<file path="src/rtl/if_fetch_unit_pkg.sv">
// Shared definitions for the miniRV fetch stage: state encoding, PC width
// and the reset-time constants.
package if_fetch_unit_pkg;

    localparam int PC_W = 32;

    localparam logic [PC_W-1:0] NOP_INST_WORD    = 32'h0000_0013;
    localparam logic [PC_W-1:0] RESET_PC_DEFAULT = 32'h0000_0000;

    typedef enum logic [1:0] {
        ST_FETCH = 2'd0,
        ST_WAIT  = 2'd1,
        ST_KILL  = 2'd2
    } fetch_state_t;

endpackage

</file>
<file path="src/rtl/if_fetch_unit.sv">
// Instruction-fetch stage: one outstanding request to a variable-latency
// instruction memory, stale-response squashing on redirect, and an output slot.
//
//   state    | meaning
//   ---------+--------------------------------------------------------------
//   ST_FETCH | no request in flight; issue when the output slot is free
//   ST_WAIT  | request in flight, response will be loaded into the slot
//   ST_KILL  | request in flight but redirected; drop its response
module if_fetch_unit
    import if_fetch_unit_pkg::*;
#(
    parameter logic [PC_W-1:0] RESET_PC = RESET_PC_DEFAULT,
    parameter logic [PC_W-1:0] NOP_INST = NOP_INST_WORD
) (
    input  logic            cpu_clk,
    input  logic            cpu_rst,
    input  logic            stall_IF,
    input  logic            redirect_en,
    input  logic [PC_W-1:0] redirect_pc,
    output logic            imem_req,
    output logic [PC_W-1:0] imem_addr,
    input  logic            imem_rvalid,
    input  logic [PC_W-1:0] imem_rdata,
    output logic [PC_W-1:0] pc_IF_out,
    output logic [PC_W-1:0] pc4_IF_out,
    output logic [PC_W-1:0] inst_IF_out,
    output logic            inst_valid_IF_out
);

    fetch_state_t    state, state_n;
    logic [PC_W-1:0] fetch_pc, fetch_pc_n;
    logic [PC_W-1:0] req_pc, req_pc_n;
    logic [PC_W-1:0] slot_pc_n, slot_pc4_n, slot_inst_n;
    logic            slot_valid_n;
    logic [PC_W-1:0] redirect_aligned;
    logic            slot_free;

    assign redirect_aligned = redirect_pc & ~32'h0000_0003;
    assign slot_free        = !inst_valid_IF_out || !stall_IF;
    assign imem_addr        = fetch_pc;

    always_comb begin
        state_n      = state;
        fetch_pc_n   = fetch_pc;
        req_pc_n     = req_pc;
        slot_valid_n = inst_valid_IF_out;
        slot_pc_n    = pc_IF_out;
        slot_pc4_n   = pc4_IF_out;
        slot_inst_n  = inst_IF_out;
        imem_req     = 1'b0;

        // A redirect empties the slot in every state, stalled or not.
        if (redirect_en) begin
            fetch_pc_n   = redirect_aligned;
            slot_valid_n = 1'b0;
            slot_inst_n  = NOP_INST;
        end

        case (state)
            ST_FETCH: begin
                if (!redirect_en && slot_free) begin
                    imem_req     = 1'b1;
                    req_pc_n     = fetch_pc;
                    fetch_pc_n   = fetch_pc + 32'd4;
                    slot_valid_n = 1'b0;
                    slot_inst_n  = NOP_INST;
                    state_n      = ST_WAIT;
                end
            end
            ST_WAIT: begin
                if (redirect_en) begin
                    state_n = imem_rvalid ? ST_FETCH : ST_KILL;
                end else if (imem_rvalid) begin
                    slot_valid_n = 1'b1;
                    slot_pc_n    = req_pc;
                    slot_pc4_n   = req_pc + 32'd4;
                    slot_inst_n  = imem_rdata;
                    state_n      = ST_FETCH;
                end
            end
            ST_KILL: begin
                if (imem_rvalid) begin
                    state_n = ST_FETCH;
                end
            end
            default: state_n = ST_FETCH;
        endcase

        if (cpu_rst) begin
            imem_req = 1'b0;
        end
    end

    always_ff @(posedge cpu_clk) begin
        if (cpu_rst) begin
            state             <= ST_FETCH;
            fetch_pc          <= RESET_PC;
            req_pc            <= RESET_PC;
            inst_valid_IF_out <= 1'b0;
            pc_IF_out         <= '0;
            pc4_IF_out        <= 32'd4;
            inst_IF_out       <= NOP_INST;
        end else begin
            state             <= state_n;
            fetch_pc          <= fetch_pc_n;
            req_pc            <= req_pc_n;
            inst_valid_IF_out <= slot_valid_n;
            pc_IF_out         <= slot_pc_n;
            pc4_IF_out        <= slot_pc4_n;
            inst_IF_out       <= slot_inst_n;
        end
    end

    // A response with nothing in flight means the memory broke the protocol.
    a_no_rvalid_in_fetch: assert property (@(posedge cpu_clk) disable iff (cpu_rst)
        !(state == ST_FETCH && imem_rvalid))
        else $error("imem_rvalid while no request outstanding");

endmodule

</file>
<file path="config.mk">
export PLATFORM = sky130hd
export DESIGN_NAME = if_fetch_unit
export DESIGN_NICKNAME = d
export VERILOG_FILES = /design/src/rtl/if_fetch_unit_pkg.sv /design/src/rtl/if_fetch_unit.sv
export SDC_FILE = /design/constraint.sdc
export NUM_CORES = 1
export LEC_CHECK = 0
export ABC_CLOCK_PERIOD_IN_PS = 3960
export CAP_MARGIN = 20
export CORE_MARGIN = 8
export CORE_UTILIZATION = 35
export DETAILED_ROUTE_END_ITERATION = 10
export HOLD_SLACK_MARGIN = 0.02
export PLACE_DENSITY = 0.6
export SYNTH_ARGS = -nofsm -noshare
export SYNTH_HDL_FRONTEND = slang
export SYNTH_SLANG_ARGS = --single-unit
</file>
<file path="constraint.sdc">
create_clock -name cpu_clk -period 3.96 [get_ports cpu_clk]
set_clock_uncertainty 0.2 [all_clocks]
set_input_delay 1.188 -clock cpu_clk [delete_from_list [all_inputs] [get_ports cpu_clk]]
set_output_delay 1.188 -clock cpu_clk [all_outputs]
set_load 0.005 [all_outputs]
</file>
Yosys cells after proc, flatten, opt, wreduce, memory -nomap -nowiden --
Cells that the tools add are included.
Cells by class: reductions and logical operators 8, $add $sub $neg 2, bitwise gates (word level) 1, equality and inequality tests 3, multiplexer cells 21
Operator list (number):
- two-way mux 32 bit | 7
- adder 32 x 3 -> 32 bit (second input constant) | 2
- one-hot mux 32 bit (2 select lines) | 1
- two-way mux 2 bit | 4
- two-way mux 1 bit | 7
- one-hot mux 2 bit (3 select lines) | 1
- logical NOT 1 bit | 3
- AND reduction 3 bit | 1
- == test 2 x 1 -> 1 bit (second input constant) | 1
- == test 2 bit (second input constant) | 1
- logical NOT 2 bit | 1
- inequality test 2 bit (second input constant) | 1
- one-hot mux 1 bit (2 select lines) | 1
- AND reduction 2 bit | 1
- logical AND 1 bit | 1
- logical OR 1 bit | 1
- NOT 1 bit | 1
Word-level totals: bits in registers 163

Longest topological paths before layout --
depth in word-level cells 6, gate-level depth with buffers 8

Worst setup path after synthesis --
OpenSTA, ideal clock, no wires.
path type input port to output port, start point in redirect_en, end point out imem_req, arrival time 2262 ps, slack 310 ps, buffers on the path 2, stages on the path 5, cells stage by stage clkbuf_1 -> a2111oi_2 -> clkbuf_1 -> nand2_1 -> inv_1
On the way: word-level cells in the longest chain between the ends 5
Ends and longest elaborated chain:
- from (decl) | RTL line if_fetch_unit.sv:18 | input logic redirect_en,
- logical NOT 1 bit | RTL line if_fetch_unit.sv:61 | if (!redirect_en && slot_free) begin
- logical AND 1 bit | RTL line if_fetch_unit.sv:61
- two-way mux 1 bit | RTL line if_fetch_unit.sv:61
- two-way mux 1 bit | RTL line if_fetch_unit.sv:59 | case (state)
- two-way mux 1 bit | RTL line if_fetch_unit.sv:89 | if (cpu_rst) begin
- to (decl) | RTL line if_fetch_unit.sv:20 | output logic imem_req,
Every way passes these cells.

Worst setup path after layout --
start point in stall_IF, end point reg fetch_pc[31] (netlist: imem_addr[31])
On the way: word-level cells in the longest chain between the ends 5
Ends and longest elaborated chain:
- from (decl) | RTL line if_fetch_unit.sv:17 | input logic stall_IF,
- logical NOT 1 bit | RTL line if_fetch_unit.sv:39 | assign slot_free = !inst_valid_IF_out || !stall_IF;
- logical OR 1 bit | RTL line if_fetch_unit.sv:39
- logical AND 1 bit | RTL line if_fetch_unit.sv:61
- two-way mux 32 bit | RTL line if_fetch_unit.sv:61
- two-way mux 32 bit | RTL line if_fetch_unit.sv:59
- to (signal assigned) | RTL line if_fetch_unit.sv:105 | fetch_pc <= fetch_pc_n;
- to (decl) | RTL line if_fetch_unit.sv:31 | logic [PC_W-1:0] fetch_pc, fetch_pc_n;
Every way passes these cells. A chain may end at the register's enable or synchronous reset.

==> summary.txt <==
Status
  – Result of the run: complete, no violations

Yosys
  – Top cells by instance count after synthesis: sky130_fd_sc_hd__nand2_1 (165), sky130_fd_sc_hd__dfxtp_1 (161), sky130_fd_sc_hd__a21oi_1 (112)
  – Fraction of synthesized cell area in xor and xnor cells: between 6 and 7%
  – Post-Synthesis Mean Instance Area: roughly 8.2 µm²
  – Most repeated cell in the gate-level netlist after synthesis: sky130_fd_sc_hd__nand2_1
  – Proportion of synthesized chip area in sequential cells: between 40% and 50%
  – Yosys top cell by area: sky130_fd_sc_hd__dfxtp_1
  – Yosys cell types: 47
  – Most instantiated flip-flop cell in the synthesis netlist: sky130_fd_sc_hd__dfxtp_1
  – Net count after synthesis: 899
  – Simple-gate portion of the synthesized area: 22.7%
  – Compound-cell area share of the yosys netlist: 17.8%
  – Cell area after synthesis: ~0.0068 mm²
  – Share of the synthesized area in the top cell type: 47.7%
  – Synthesized instance count: between 800 and 900
  – Top post-synthesis cells by area: sky130_fd_sc_hd__dfxtp_1 (48%), sky130_fd_sc_hd__nand2_1 (9.2%), sky130_fd_sc_hd__a21oi_1 (8.3%), sky130_fd_sc_hd__xnor2_1 (3.5%), sky130_fd_sc_hd__nor2_1 (3.4%)
  – Dominant combinational cell family by area after synthesis: simple AND/OR/NAND/NOR gates
  – Fraction of registers with async set/reset: 0%
  – Post-synthesis sequential element count: around 160
  – Adder and majority gate portion of the synthesized area: less than 1%
  – Multiplexer share of the synthesized area: 0.889%
  – Number of enable flip-flop cells after synthesis: 0
  – Count of yosys warnings during synthesis: 0

Clock tree
  – Longest Clk Path Bufs: 2
  – TritonCTS clock tree: done
  – Clock transition at the register clock pins on the worst setup and hold paths after CTS: 0.06 ns
  – Root Buffer: sky130_fd_sc_hd__clkbuf_16
  – Number of buffers created by CTS: 17
  – Post-CTS Hold Fix Bufs: 0
  – Sink count of the clock tree: ~160
  – Later-pin clock latency in the skew report: 0.43 ns
  – H-tree depth: 4

Timing
  – Final cycle utilization of the critical path: between 90% and 100%
  – Worst slew margin relative to its limit: about half
  – Unrepaired setup endpoints after global routing: no
  – FMAX: ~260 MHz
  – Tightest Pin Transition: 0.735 ns
  – Count of pins over their slew limit: 0
  – Final critical path time including I/O delays and setup: roughly 3.9 ns
  – Count of final setup violators: 0
  – Fin. Hold Viols: 0

Global routing
  – Remaining global-route overflow: 0
  – Number of antenna violations at the first check in global routing: 1
  – Global router's overall resource usage: 18.5%
  – Number of global-route vias before repair: between 6000 and 7000
  – Largest net degree at the start of global routing: 54
  – Wire length of the first global-routing pass: ~35 mm

Routing
  – Vias: between 6000 and 7000
  – First-pass iteration count of the detailed router: 5
  – Post-route ant nets: 0
  – Average wire per standard cell: about 17 µm
  – Violation count after the first detailed-route iteration: slightly below 400
  – Final routed DRC violation total: 0
  – Final wirelength: 22.1 mm
  – Via density: around 5.0

Power and ir drop
  – Peak supply drop: between 300 and 400 µV
  – Leakage power of the design: 3.30 nW
  – P per Cell Area: around 400 mW/mm²

Setup path
  – Critical path data arrival time: 4.01 ns
  – Slowest library cell on the worst path: sky130_fd_sc_hd__a2111oi_4
  – Slowest cell delay on critical path: 0.42 ns
  – CP startpoint kind: primary input
  – Crit-path most repeated cell: sky130_fd_sc_hd__buf_4
  – Critical path endpoint category: flop
  – Chain of cells forming the critical path: clkbuf_4 -> a2111oi_4 -> nand2_1 -> buf_4 -> buf_4 -> buf_4 -> buf_4 -> buf_4 -> buf_4 -> buf_4 -> buf_4 -> buf_4 -> buf_4 -> buf_4 -> buf_4 -> buf_4 -> buf_4 -> buf_4 -> buf_4 -> o22ai_2
  – WP data required: 4.11 ns
  – Peak fanout along the critical path: 4
  – Worst setup path category: in -> reg

Placement
  – Last weighted congestion value of the routability-driven placer: between 0.8 and 0.9
  – Count of input and output buffers: 196
  – Post-place instance area: 0.00900 mm²
  – Total half-perimeter wirelength after legalization and detailed placement: approximately 15 mm

Final layout
  – Final cell area excluding filler cells: between 0.009 and 0.01 mm²
  – Post-synthesis to final-layout area growth: 44.3%
  – Nets@finish: around 1100
  – Fraction of final layout cells with drive strength greater than 1: under 10%
  – Final core utilization: between 50% and 60%

Hold path
  – Hold/Removal Path Class: reg -> reg

Floorplan
  – Area of the die: around 0.024 mm²
  – I/O pin cnt: a little under 200
  – Core Region: roughly 0.019 mm²
  – Die Y-Extent: approximately 150 µm
  – Horizontal die dimension: approximately 150 µm
  – Placement Rows: 51
  – Initial standard-cell utilization of the core: 35.2%

Job
  – Number of max-cap violations: 0
## layout by cell type, fill, tap and decap left out, drive strengths merged, types with 12 or more instances in the layout
cell type,count
o21ai,27
clkdlybuf4s50,192
a21oi,112
nor2,61
clkbuf,19
nor3,18
buf,36
xnor2,27
dfxtp,161
a22oi,29
a211oi,14
nand2,165
nand3,26
xor2,20
inv,12
nand4,24
## power by group
group          total [mW]  switching, mW  leakage, nW  internal, mW
Clock                1.74          0.687        0.305          1.06
Sequential           1.73         0.0658         1.31          1.67
Combinational       0.379          0.179         1.68         0.200
## state kept, by name, indices dropped and copies added, names as in the netlist
name               count
pc4_IF_out            30
state                  2
inst_valid_IF_out      1
req_pc                32
pc_IF_out             32
imem_addr             32
inst_IF_out           32
## layout make-up
class | instances | area, µm²
inverters | 10 | 37.5
flip-flops and latches | 161 | 3220
clock inverters | 13 | 184
clock buffers | 18 | 429
well taps | 265 | 332
multi-input cells | 592 | 3280
repair buffers | 231 | 2260
diodes | 1 | 2.50
fillers | 1888 | 9460
## per-layer routing
layer  track usage (%)  wire length (µm)
met1              23.1              9670
met2              27.9              9730
met3              8.07              2220
met4              6.49               425
met5                 0                17
## stage by stage
| step | setup TNS (ns) | total power, mW | cells | hold slack [ns] | setup WS [ns] |
|---|---|---|---|---|---|
| after floorplan | 0 | 1.92 | 828 | 0.232 | 0.310 |
| after global placement | -0.351 | 2.13 | 1244 | 0.244 | -0.351 |
| after detailed placement | -0.369 | 2.13 | 1244 | 0.249 | -0.369 |
| after CTS | 0 | 3.89 | 1291 | 0.257 | 0.0257 |
| after global routing | 0 | 4.00 | 1290 | 0.274 | 0.0335 |
| final | 0 | 3.85 | 1291 | 0.253 | 0.0970 |
## final timing paths
kind | from | to | slack [ns] | cells after the start
max reg2reg | state[1] | imem_addr[31] | 0.63 | 19
min reg2reg | pc_IF_out[7] | pc_IF_out[7] | 0.25 | 2
max | stall_IF | imem_addr[31] | 0.1 | 20
min | pc_IF_out[7] | pc_IF_out[7] | 0.25 | 2
## worst max-delay path: cells and delay by family
family	cells	cell delay, ns
buffers and inverters	17	2.15
AOI/OAI and AO/OA	2	0.51
and+or+nand+nor	1	0.15
## timing repair
action	CTS	global route
gates resized for setup	5	7
setup endpoints to repair	1	5
pin swaps	2	2
buffers inserted	16	0
## cell families after synthesis
kind of cell,Yosys count
AOI/OAI and AO/OA,202
xor gates and xnor gates,47
adders and majority gates,2
buffers and inverters,75
DFF,161
muxes,6
and+or+nand+nor,335
No activity file was read; power rests on OpenSTA's default activity.
